File: config.mk
export PLATFORM = sky130hd
export DESIGN_NAME = pov_column_scheduler_flat
export DESIGN_NICKNAME = d
export VERILOG_FILES = /design/src/rtl/pov_column_scheduler_if.sv /design/src/rtl/pov_column_scheduler.sv /design/src/flat_wrapper.sv
export SDC_FILE = /design/constraint.sdc
export NUM_CORES = 1
export LEC_CHECK = 0
export BUFFER_PORTS_ARGS = -buffer_cell sky130_fd_sc_hd__clkbuf_2
export CAP_MARGIN = 0
export CORE_MARGIN = 2
export CORE_UTILIZATION = 40
export CTS_BUF_LIST = sky130_fd_sc_hd__clkbuf_4 sky130_fd_sc_hd__clkbuf_8 sky130_fd_sc_hd__clkbuf_16
export CTS_CLUSTER_SIZE = 20
export DETAILED_ROUTE_END_ITERATION = 10
export PLACE_DENSITY = 0.63
export REMOVE_ABC_BUFFERS = 1
export SETUP_SLACK_MARGIN = 0.05
export SYNTH_ARGS = -nofsm -noshare
export SYNTH_HDL_FRONTEND = slang
export SYNTH_SLANG_ARGS = --single-unit
File: constraint.sdc
create_clock -name clk -period 4.3 [get_ports clk]
set_input_delay 0.86 -clock clk [delete_from_list [all_inputs] [get_ports clk]]
set_output_delay 0.86 -clock clk [all_outputs]
set_load 0.02 [all_outputs]
File: src/rtl/pov_column_scheduler_if.sv
// Read bus between the column scheduler and its two synchronous-read memories
// (message buffer and font ROM).
interface pov_column_scheduler_if #(
  parameter int ADDR_W = 5,
  parameter int CODE_W = 6,
  parameter int LED_W  = 8
);
  logic [ADDR_W-1:0] msg_addr;
  logic [CODE_W-1:0] msg_char;
  logic [CODE_W+2:0] font_addr;
  logic [LED_W-1:0]  font_data;

  modport master (output msg_addr, font_addr, input msg_char, font_data);
  modport slave  (input msg_addr, font_addr, output msg_char, font_data);
endinterface

File: src/rtl/pov_column_scheduler.sv
// POV column scheduler: measures rotation period from the hall index, divides each
// revolution into NCOLS slots and fetches char code then font column per slot.
module pov_column_scheduler #(
  parameter int NCOLS    = 128,
  parameter int PERIOD_W = 24,
  parameter int ADDR_W   = 5,
  parameter int CODE_W   = 6,
  parameter int CHAR_W   = 5,
  parameter int LED_W    = 8
) (
  input  logic                  clk,
  input  logic                  reset,
  input  logic                  enable,
  input  logic                  index,
  input  logic [ADDR_W:0]       msg_len,
  pov_column_scheduler_if.master mem,
  output logic [LED_W-1:0]      leds,
  output logic                  rev_tick
);
  localparam int SLOT_W = $clog2(NCOLS);
  localparam int COL_W  = 3;
  localparam int CMP_W  = (SLOT_W > ADDR_W + 1) ? SLOT_W : ADDR_W + 1;
  localparam logic [ADDR_W:0] MAX_LEN = {1'b1, {ADDR_W{1'b0}}};

  typedef enum logic [2:0] {IDLE, WAIT_IDX, FETCH_CHAR, FETCH_FONT, SHOW} state_t;

  state_t              state;
  logic [2:0]          sync;
  logic                idx_pulse;
  logic [PERIOD_W-1:0] cnt, period_reg, timer;
  logic                period_valid;
  logic [SLOT_W-1:0]   slot, chr;
  logic [COL_W-1:0]    col;
  logic                load;

  logic [PERIOD_W-1:0] new_period, new_cp, load_cp;
  logic [SLOT_W-1:0]   nxt_slot, nxt_chr;
  logic [COL_W-1:0]    nxt_col;
  logic [ADDR_W:0]     len_eff;
  logic                idx_go, running, slot_end, last_slot, gap_now, nxt_blank;
  logic                start, stop;

  assign idx_pulse  = sync[1] & ~sync[2];
  assign new_period = cnt + PERIOD_W'(1);
  assign new_cp     = new_period >> SLOT_W;
  // A new revolution always uses the period measured by the pulse that starts it.
  assign load_cp    = idx_pulse ? new_cp : (period_reg >> SLOT_W);
  assign idx_go     = idx_pulse && period_valid && (new_cp >= PERIOD_W'(4));
  assign running    = state inside {FETCH_CHAR, FETCH_FONT, SHOW};
  assign slot_end   = (state == SHOW) && (timer == '0);
  assign last_slot  = (slot == SLOT_W'(NCOLS - 1));
  assign gap_now    = (col == COL_W'(CHAR_W));

  assign nxt_slot  = idx_pulse ? '0 : slot + SLOT_W'(1);
  assign nxt_col   = (idx_pulse || gap_now) ? '0 : col + COL_W'(1);
  assign nxt_chr   = idx_pulse ? '0 : (gap_now ? chr + SLOT_W'(1) : chr);
  assign len_eff   = (msg_len > MAX_LEN) ? MAX_LEN : msg_len;
  assign nxt_blank = (nxt_col == COL_W'(CHAR_W)) || (CMP_W'(nxt_chr) >= CMP_W'(len_eff));

  assign start = enable && ((idx_go && (state == WAIT_IDX || running)) ||
                            (slot_end && !idx_pulse && !last_slot));
  assign stop  = enable && running && ((idx_pulse && !idx_go) ||
                                       (slot_end && !idx_pulse && last_slot));

  // Font address follows msg_char directly so the font read lands in slot cycle 1.
  assign mem.font_addr = (state == FETCH_FONT) ? {mem.msg_char, col} : '0;

  always_ff @(posedge clk) begin
    if (reset) begin
      sync         <= '0;
      cnt          <= '0;
      period_reg   <= '0;
      period_valid <= 1'b0;
      state        <= IDLE;
      slot         <= '0;
      chr          <= '0;
      col          <= '0;
      timer        <= '0;
      load         <= 1'b0;
      mem.msg_addr <= '0;
      leds         <= '0;
      rev_tick     <= 1'b0;
    end else begin
      sync     <= {sync[1:0], index};
      rev_tick <= idx_pulse;

      if (idx_pulse) begin
        cnt          <= '0;
        period_reg   <= new_period;
        period_valid <= 1'b1;
      end else if (cnt == '1) begin
        period_valid <= 1'b0;
      end else begin
        cnt <= new_period;
      end

      load <= 1'b0;
      if (running) timer <= timer - PERIOD_W'(1);

      case (state)
        IDLE:       if (enable) state <= WAIT_IDX;
        FETCH_CHAR: state <= FETCH_FONT;
        FETCH_FONT: begin
          state <= SHOW;
          load  <= 1'b1;
        end
        SHOW:       if (load) leds <= mem.font_data;
        default:    ;
      endcase

      // Gap and out-of-message slots skip the fetch and go dark for the whole slot.
      if (start) begin
        slot  <= nxt_slot;
        chr   <= nxt_chr;
        col   <= nxt_col;
        timer <= load_cp - PERIOD_W'(1);
        load  <= 1'b0;
        if (nxt_blank) begin
          state <= SHOW;
          leds  <= '0;
        end else begin
          state        <= FETCH_CHAR;
          mem.msg_addr <= ADDR_W'(nxt_chr);
        end
      end

      if (stop) begin
        state <= WAIT_IDX;
        leds  <= '0;
      end

      if (!enable) begin
        state <= IDLE;
        leds  <= '0;
      end
    end
  end
endmodule

File: src/flat_wrapper.sv
// flat-port wrapper written by rule: the top's interface ports become plain ports
module pov_column_scheduler_flat 
#(
  parameter int NCOLS    = 128,
  parameter int PERIOD_W = 24,
  parameter int ADDR_W   = 5,
  parameter int CODE_W   = 6,
  parameter int CHAR_W   = 5,
  parameter int LED_W    = 8
)
  (clk, reset, enable, index, msg_len, leds, rev_tick, mem_msg_addr, mem_font_addr, mem_msg_char, mem_font_data);
  pov_column_scheduler_if #(.ADDR_W(ADDR_W), .CODE_W(CODE_W), .LED_W(LED_W)) mem_i ();
  input  logic clk;
  input  logic reset;
  input  logic enable;
  input  logic index;
  input  logic [ADDR_W:0] msg_len;
  output logic [LED_W-1:0] leds;
  output logic rev_tick;
  output wire logic [$bits(mem_i.msg_addr)-1:0] mem_msg_addr;
  output wire logic [$bits(mem_i.font_addr)-1:0] mem_font_addr;
  input wire logic [$bits(mem_i.msg_char)-1:0] mem_msg_char;
  input wire logic [$bits(mem_i.font_data)-1:0] mem_font_data;
  assign mem_msg_addr = mem_i.msg_addr;
  assign mem_font_addr = mem_i.font_addr;
  assign mem_i.msg_char = mem_msg_char;
  assign mem_i.font_data = mem_font_data;
  pov_column_scheduler #(.NCOLS(NCOLS), .PERIOD_W(PERIOD_W), .ADDR_W(ADDR_W), .CODE_W(CODE_W), .CHAR_W(CHAR_W), .LED_W(LED_W)) u_core (.clk(clk), .reset(reset), .enable(enable), .index(index), .msg_len(msg_len), .mem(mem_i), .leds(leds), .rev_tick(rev_tick));
endmodule
---- After elaboration in Yosys (flattened, before gate mapping) ----
Index checks and enable logic that the tools add are counted.
storage, ports and cells
  ROM bits ................................ 0
  bits in registers ....................... 111
  latch bits .............................. 0
  output and inout bits ................... 23
  memories kept ........................... 0
  word-level logic and storage cells ...... 86
  memory bits (writable) .................. 0
operators by class
  bitwise logic cells ..................... 4
  reduce and logical (&&, ||, !) cells .... 31
  multipliers ............................. 0
  eq/ne operators ......................... 8
  magnitude comparators ................... 3
  divide/modulo/power cells ............... 0
  mux-type cells .......................... 20
  add/subtract/negate cells ............... 6
  shift operators ......................... 0
operator list
  operator                                                                              count
  24-bit 2-to-1 mux                                                                     2
  24-bit by 1-bit subtractor with 24-bit output, second input constant                  2
  8-bit 2-to-1 mux                                                                      4
  24-bit by 1-bit adder with 24-bit output, second input constant                       1
  24-bit == test, second input constant                                                 1
  24-bit zero test                                                                      1
  7-bit 2-to-1 mux                                                                      3
  17-bit by 3-bit greater-or-equal comparator with 1-bit output, second input constant  1
  17-bit 2-to-1 mux                                                                     1
  7-bit by 1-bit adder with 7-bit output, second input constant                         2
  1-bit logical AND                                                                     11
  3-bit == test, second input constant                                                  3
  3-bit 2-to-1 mux                                                                      3
  9-bit 2-to-1 mux                                                                      1
  3-bit one-hot mux with 3 select lines                                                 1
  7-bit == test, second input constant                                                  1
  7-bit by 6-bit greater-or-equal comparator with 1-bit output                          1
  3-bit by 2-bit == test with 1-bit output, second input constant                       2
  6-bit > comparator, second input constant                                             1
  6-bit 2-to-1 mux                                                                      1
  2-bit OR reduction                                                                    3
  1-bit logical OR                                                                      5
  5-bit nonzero test                                                                    1
  1-bit 2-to-1 mux                                                                      4
  other kinds (11)                                                                      16

---- Logic depth before layout (Yosys ltp) ----
Gate-level depths: netlist of run 1.
  depth in word-level cells ............... 9
  depth in mapped cells ................... 21

---- Worst setup path before layout of run 1 ----
OpenSTA, ideal clock, no wires.
  kind .................................... register to register
  from .................................... register u_core.cnt[9]
  to ...................................... register u_core.timer[18]
  path buffers ............................ 4
  arrival time ............................ 4.515 ns
  cell stages (with the launch flop) ...... 22
  setup slack ............................. -0.300 ns
  clock period less this slack ............ 4.600 ns
  library setup time ...................... 0.086 ns
  cell sequence ........................... dfxtp_1 buf_2 nand4_1 or4_1 buf_2 xnor2_1 o41a_1 or4_4 o211ai_2 buf_4 buf_4 a21oi_1 a21oi_1 ha_1 nor4bb_1 o21ai_0 nand3b_1 and4b_1 nand3_1 nor4_1 a21oi_1 a211oi_1
between the ends
  word-level cells in the longest chain between the ends .. 7
  elaborated cells on any way between the ends .. 10
  those cells by class .................... add/sub (2); order compare (1); mux (2); reduce/logical (5)
RTL lines
  element                                                         RTL line                     source
  start: declaration                                              pov_column_scheduler.sv:30   logic [PERIOD_W-1:0] cnt, period_reg, timer;
  start signal: assignment                                        pov_column_scheduler.sv:94   cnt <= new_period;
  24-bit by 1-bit adder with 24-bit output (*)                    pov_column_scheduler.sv:44   assign new_period = cnt + PERIOD_W'(1);
  17-bit by 3-bit greater-or-equal comparator with 1-bit output   pov_column_scheduler.sv:48   assign idx_go = idx_pulse && period_valid && (new_cp >= PERIOD_W'(4));
  1-bit logical AND                                               pov_column_scheduler.sv:48
  1-bit logical AND                                               pov_column_scheduler.sv:60   assign start = enable && ((idx_go && (state == WAIT_IDX || running)) ||
  1-bit logical OR                                                pov_column_scheduler.sv:60
  1-bit logical AND                                               pov_column_scheduler.sv:60
  24-bit 2-to-1 mux / 2-bit nonzero test (equally long branches)  --
  end signal: assignment                                          pov_column_scheduler.sv:98   if (running) timer <= timer - PERIOD_W'(1);
  end signal: assignment                                          pov_column_scheduler.sv:116  timer <= load_cp - PERIOD_W'(1);
  end: declaration                                                pov_column_scheduler.sv:30
Every way passes the cells marked *; elsewhere a longest branch is shown, timed or not.
A chain may end at the register's enable or synchronous reset.

---- Final worst setup path of run 1 ----
  from .................................... register u_core.cnt[6]
  to ...................................... register u_core.timer[22]
The elaborated chain is that of the path after synthesis.

==> results of run 1 <==
==> how the worst min path moves through the flow <==
stage / from / end / slack [ps]
after floorplan: u_core.sync[0]$_SDFF_PP0_ / u_core.sync[1]$_SDFF_PP0_ / 410
after global placement: u_core.sync[0]$_SDFF_PP0_ / u_core.sync[1]$_SDFF_PP0_ / 420
after detailed placement: u_core.sync[0]$_SDFF_PP0_ / u_core.sync[1]$_SDFF_PP0_ / 450
after CTS: u_core.sync[0]$_SDFF_PP0_ / u_core.sync[1]$_SDFF_PP0_ / 460
after global routing: u_core.sync[0]$_SDFF_PP0_ / u_core.sync[1]$_SDFF_PP0_ / 470
final: u_core.sync[0]$_SDFF_PP0_ / u_core.sync[1]$_SDFF_PP0_ / 460
==> cell type report <==
type                       count  area [sq um]  area share
clock buffer                  12           260      0.0375
clock inverter                 3          17.5     0.00252
timing repair buffer         101           647      0.0931
sequential                   104          2090       0.301
multi-input combinational    540          3620       0.522
inverter                      21          78.8      0.0113
tap                          184           230      0.0331
==> metal layers <==
metal | track usage | part of all wire
met5 | 0 | 0
met4 | 0.0800 | 0.021
met3 | 0.0365 | 0.032
met2 | 0.336 | 0.49
met1 | 0.258 | 0.46
==> stage by stage <==
step / cell area, sq um / utilization
after global routing: 6950 / 0.483
after floorplan: 5610 / -
after CTS: 6850 / 0.477
after detailed placement: 6430 / 0.448
final: 6950 / 0.483
after global placement: 6430 / 0.448
==> worst max-delay path, stage by stage (launching register included) <==
cell      delay (ps)
dfxtp_2          350
nand4_4          100
or4_4            550
xnor2_2          150
o41a_1           320
or4_4            540
o211ai_4         220
a21oi_2           90
a21oi_2          110
ha_2             210
buf_6            110
nand4b_1          80
nor4_1           180
nand3b_1         160
and4b_2          240
buf_4            120
nand3_4          100
nor4_4           170
buf_4            160
a21oi_2           40
a211oi_2         210
==> logic make-up after synthesis <==
logic type / Yosys count / share of synthesized area
flops: 104 / 0.358
compound gates: 161 / 0.184
buf+inv: 68 / 0.0482
fa+ha+maj: 12 / 0.0258
xor+xnor: 58 / 0.0874
mux: 16 / 0.0282
simple gates: 293 / 0.268
==> timing repair <==
action,CTS,global route
pin swaps,4,11
resized for setup,20,19
setup buffers,7,3
endpoints found under the setup margin,8,11
cloned,0,0
==> power groups by stage <==
| stage | Sequential [uW] | Combinational (uW) | Clock, uW |
|---|---|---|---|
| after floorplan | 1000 | 97.1 | 0 |
| after global placement | 1000 | 148 | 0 |
| after detailed placement | 1000 | 152 | 0 |
| after CTS | 980 | 166 | 809 |
| after global routing | 980 | 196 | 843 |
| final | 980 | 176 | 786 |
==> synth_stat cells, types with 3 or more instances <==
cell / instances / area (sq um)
o21a_1: 3 / 22.5
a31o_2: 7 / 61.3
dfxtp_1: 104 / 2080
xor2_1: 25 / 219
inv_1: 21 / 78.8
a211oi_1: 15 / 113
nand2_1: 41 / 154
ha_1: 12 / 150
o31a_1: 3 / 26.3
nor2b_1: 11 / 68.8
buf_2: 8 / 40.0
mux2_2: 3 / 33.8
buf_1: 3 / 11.3
and3_1: 15 / 93.8
o21ai_1: 3 / 15.0
or4_1: 10 / 75.1
clkbuf_1: 33 / 124
o21ai_0: 27 / 135
a31oi_1: 11 / 68.8
a21oi_1: 46 / 230
nand3_1: 31 / 155
and2_1: 15 / 93.8
nor3_1: 35 / 175
nor2_1: 64 / 240
nand2b_1: 6 / 37.5
o31ai_1: 15 / 113
or3_1: 8 / 50.1
mux2i_1: 13 / 130
o211ai_1: 4 / 30.0
a21o_1: 3 / 22.5
xnor2_1: 33 / 289
o2111ai_1: 3 / 26.3
o22ai_1: 3 / 18.8
nor4_1: 23 / 144
nand4_1: 13 / 81.3
==> summary.md, run 1 <==
| Metric | Value |
|---|---|
| Die area | 15,500 sq um |
| Die height | 125 um |
| R2R depth | 20 |
| H-tree levels | 3 |
| Hold crit path type | register to register |
| Leakage | 0.00277 uW |
| WHS | 455 ps |
| Max Cap Viol | 0 |
| N_diodes | 0 |
| Gr ovfl total | 0 |
| Final Cycle Share | 0.996 |
| Commonest non-fill, non-tap cell in the layout | dfxtp_1 |
| Combinational Power Share | 0.091 |
| Worst Max-Slew Pin Slew | 982 ps |
| CTS sink count | 104 |
| Routability Congestion | 0.907 |
| Flop pwr share | 0.505 |
| CTS tree | built |
| Vias per cell | 5.68 |
| RSZ-0062 raised after global routing | yes |
| Reg-to-Reg Start | u_core.cnt[6]$_SDFFE_PP0P_ |
| Worst rel slew slack | 0.343 |
| Detailed-router iteration count before antenna repair | 4 |
| Vias in the first global route | 5,526 |
| Clock buffer depth | 2 |
| CTS buffer count | 9 |
| CTS clk-pin slew, worst paths | 70 ps |
| Tmin final | 4280 ps |
| Worst Skew | 8.06 ps |
| Initial detailed-routing violation count | 373 |
| CP startpoint kind | register |
| Final WL | 15,300 um |
| WHS Path Cells | 1 |
| Num ports | 47 |
| Reg2reg end | u_core.timer[22]$_SDFFE_PP0P_ |
| Pre-CTS setup slack | -353 ps |
| Ys async rst share | 0 |
| Number of synthesized flops with an enable pin | 0 |
| Row count | 44 |
| GRT Resource Usage Total | 0.201 |
| Syn-to-layout area delta | 19.5% |
| Initial Util | 0.404 |
| Largest net degree at the start of global routing | 57 |
| Reg-to-reg slack, setup | 20 ps |
| Synth Instances | 712 |
| Max Slew Vio Count | 0 |
| Area of the mapped netlist | 5810 sq um |
| Final-layout fill cell count | 1,375 |
| Cell variety after synth | 64 |
| Vias after detailed routing | 5,477 |
| Pint | 1480 uW |
| Final count of hold timing violations | 0 |
| Yosys reg bits | 104 |
| Share of layout cells above drive strength 1 | 0.218 |
| Hold_buf cts | 0 |
| Run status | finished, final reports clean |
| Worst setup margin | 16.8 ps |
| Main synth FF type | dfxtp_1 |
| Clock power frac | 0.405 |
| Final setup violating endpoints | 0 |
| Buffers on Ports | 46 |
| Nets | 813 |
| CP arrival | 4560 ps |
| Die width | 125 um |
| PwrDens | 280 nW/um^2 |
| CP Capture Point | u_core.timer[22]$_SDFFE_PP0P_ |
| Crit end category | register |
| Post-synthesis sequential area ratio | 0.358 |
| Syn_area_per_cell | 8.16 sq um |
| Final setup TNS | 0 ps |
| Highest clock rate | 233 MHz |
| Drt drc | 0 |
| Final std cells w/o fill | 965 |
| Required @ worst endpoint | 4570 ps |
| Worst vdd rail ir drop | 170 uV |
| Core outline area | 14,400 sq um |
| CTS root buf | clkbuf_16 |
| Wire per inst | 15.8 um |
| Routed Antenna Nets | 0 |
| First-pass GRT wire length | 26,100 um |
| Worst setup startpoint | u_core.cnt[6]$_SDFFE_PP0P_ |
| CP Max Fanout | 4 |
| Initial antenna violation count | 0 |
| Placed insts | 943 |
| Critical path class | register to register |
| Synth warn | 0 |
| Overall power | 1940 uW |
| Most frequent cells in the layout | dfxtp_1, nor2_1, buf_4 |
| Post-DP HPWL | 10,800 um |
| Sw Pwr | 465 uW |
| Switching Fraction | 0.240 |
| Worst-Skew Late Latency | 360 ps |
(Power assumes the default switching activity.)
==> run 2, diff against run 1 <==
Settings changed: CORE_ASPECT_RATIO set to 2, PLACE_DENSITY 0.63 to 0.61.
Clock period 4.3 ns to 4.31 ns, I/O delays scaled along.
==> run 2 against run 1 <==
  * The run now ends with setup timing left
  * Register-to-register slack got worse by 90 ps
  * Final area is 0.65% higher
  * Routed wire length up 9.3%
  * Clock skew rose by 3.1 ps
  * Flip-flop and latch count stayed put
  * Utilization increased by 0.64 points
  * Largest power group unchanged
  * Highest routed layer unchanged
==> summary.md, run 2 (synthesized netlist as in run 1, its figures left out) <==
| Metric | Value |
|---|---|
| Initial antenna violation count | 0 (unchanged) |
| Final setup violating endpoints | 3 (+3) |
| H-tree levels | 3 (unchanged) |
| Detailed-router iteration count before antenna repair | 5 (+1) |
| GRT Resource Usage Total | 0.222 (+0.0202) |
| Initial Util | 0.407 (+0.00269) |
| Initial detailed-routing violation count | 383 (+2.7%) |
| Final-layout fill cell count | 1,450 (+5.5%) |
| Final setup TNS | -99.6 ps (-99.6 ps) |
| Routability Congestion | 0.906 (-0.12%) |
| Critical path class | register to register |
| Vias after detailed routing | 5,561 (+1.5%) |
| CTS tree | built |
| Required @ worst endpoint | 4520 ps (-50 ps) |
| Largest net degree at the start of global routing | 57 (unchanged) |
| Die width | 89.2 um (-28%) |
| Routed Antenna Nets | 0 (unchanged) |
| CP arrival | 4590 ps (+30 ps) |
| Clock buffer depth | 2 (unchanged) |
| Slowest CP cell | or4_4 |
| Nets | 814 (+0.12%) |
| Leakage | 0.00277 uW (about the same) |
| Vias in the first global route | 5,730 (+3.7%) |
| Max Cap Viol | 0 (unchanged) |
| PwrDens | 279 nW/um^2 (-0.35%) |
| Final WL | 16,700 um (+9.3%) |
| CTS root buf | clkbuf_16 |
| Row count | 62 (+41%) |
| Post-DP HPWL | 12,300 um (+14%) |
| Critical Path Most Common Cell | a21oi_1 |
| Commonest non-fill, non-tap cell in the layout | dfxtp_1 |
| WHS Path Cells | 1 (unchanged) |
| Failing checks | setup timing |
| Syn-to-layout area delta | 20.3% |
| CTS sink count | 104 (unchanged) |
| Overall power | 1950 uW (+0.30%) |
| Worst-path cell chain | nand4_4, or4_4, xnor2_1, o41a_1, or4_4, o211ai_4, a21oi_1, a21oi_1, ha_2, buf_6, nand4b_1, nor4_1, nand3b_1, and4b_2, buf_6, and3_4, and3_1, xor2_1, a21oi_1 |
| Highest clock rate | 228 MHz (-2.4%) |
| Worst Skew | 11.2 ps (+3.13 ps) |
| Worst path max stage delay | 540 ps (about the same) |
| Most frequent cells in the layout | dfxtp_1, nor2_1, buf_4 |
| CP Max Fanout | 4 (unchanged) |
| Drt drc | 0 (unchanged) |
| Final Cycle Share | 1.02 (+0.0217) |
| Worst setup margin | -76.7 ps (-93.5 ps) |
| Hold crit path type | register to register |
| First-pass GRT wire length | 27,400 um (+5.0%) |
| CTS clk-pin slew, worst paths | 70 ps (about the same) |
| Buffers on Ports | 46 (unchanged) |
| RSZ-0062 raised after global routing | yes |
| N_diodes | 0 (unchanged) |
| Die area | 15,600 sq um (+0.38%) |
| Num ports | 47 (unchanged) |
| Final count of hold timing violations | 0 (unchanged) |
| Max Slew Vio Count | 0 (unchanged) |
| R2R depth | 19 (-5.0%) |
| Tmin final | 4390 ps (+104 ps) |
| Placed insts | 956 (+1.4%) |
| CP startpoint kind | register |
| Worst Max-Slew Pin Slew | 1000 ps (+22.3 ps) |
| Worst rel slew slack | 0.328 (-0.0152) |
| Vias per cell | 5.71 (+0.60%) |
| CTS buffer count | 9 (unchanged) |
| Die height | 174 um (+40%) |
| Final std cells w/o fill | 974 (+0.93%) |
| Crit end category | register |
| Wire per inst | 17.2 um (+8.3%) |
| Gr ovfl total | 0 (unchanged) |
| Share of layout cells above drive strength 1 | 0.219 (+0.00100) |
| Run status | finished, violations left |
| Worst vdd rail ir drop | 178 uV (+4.9%) |
| Core outline area | 14,300 sq um (-0.66%) |
| Worst-Skew Late Latency | 350 ps (about the same) |
## run 2: path summary, 6_finish.rpt
kind                                    from                             to  slack, ps
setup / recovery  u_core.cnt[6]$_SDFFE_PP0P_  u_core.timer[12]$_SDFFE_PP0P_        -80
hold / removal     u_core.sync[0]$_SDFF_PP0_      u_core.sync[1]$_SDFF_PP0_        450
setup reg to reg  u_core.cnt[6]$_SDFFE_PP0P_  u_core.timer[12]$_SDFFE_PP0P_        -80
hold reg to reg    u_core.sync[0]$_SDFF_PP0_      u_core.sync[1]$_SDFF_PP0_        450
## run 2: where the power goes
part / switching, uW / internal, uW
logic: 104 / 81.0
clock network: 374 / 410
registers: 7.48 / 971
## run 2: final cells by class
cell class	instances	area, sq um	area share
tap	192	240	0.0344
clock buffer	10	239	0.0342
inverter	21	78.8	0.0113
sequential	104	2090	0.299
multi-input combinational	540	3640	0.520
timing repair buffer	102	666	0.0952
clock inverter	5	38.8	0.00555
## run 2: routing by layer
metal  vias to the layer above  wire length, um  track usage
li1                       2703                -            -
met1                      2676             6040        0.230
met2                       138             9630        0.418
met3                        44              433       0.0214
met4                         0              607        0.109
met5                         -                0            0
## run 2: worst max-delay path, delay by kind of cell (launching register included)
kind / cells / cell delay [ps]
AND/OR/NAND/NOR: 9 / 2260
AO/OA/AOI/OAI: 5 / 870
flip-flops: 1 / 350
XOR/XNOR: 2 / 310
buffers and inverters: 2 / 230
adder cells (fa/ha/maj): 1 / 220
## run 2: stage by stage
step	hold slack [ps]	cell area [sq um]	worst slack, ps	utilization
final	453	6990	-76.7	0.490
after global routing	480	6990	-223	0.490
after CTS	464	6830	-25.1	0.478
after detailed placement	449	6480	-167	0.454
after global placement	446	6480	-80.2	0.454
after floorplan	414	5610	-905	-
## run 2: repair_timing
action	4_1_cts	5_1_grt
pin swaps	2	12
hold buffers	0	0
setup endpoints to repair	9	10
resized for setup	14	29
buffers inserted	0	3
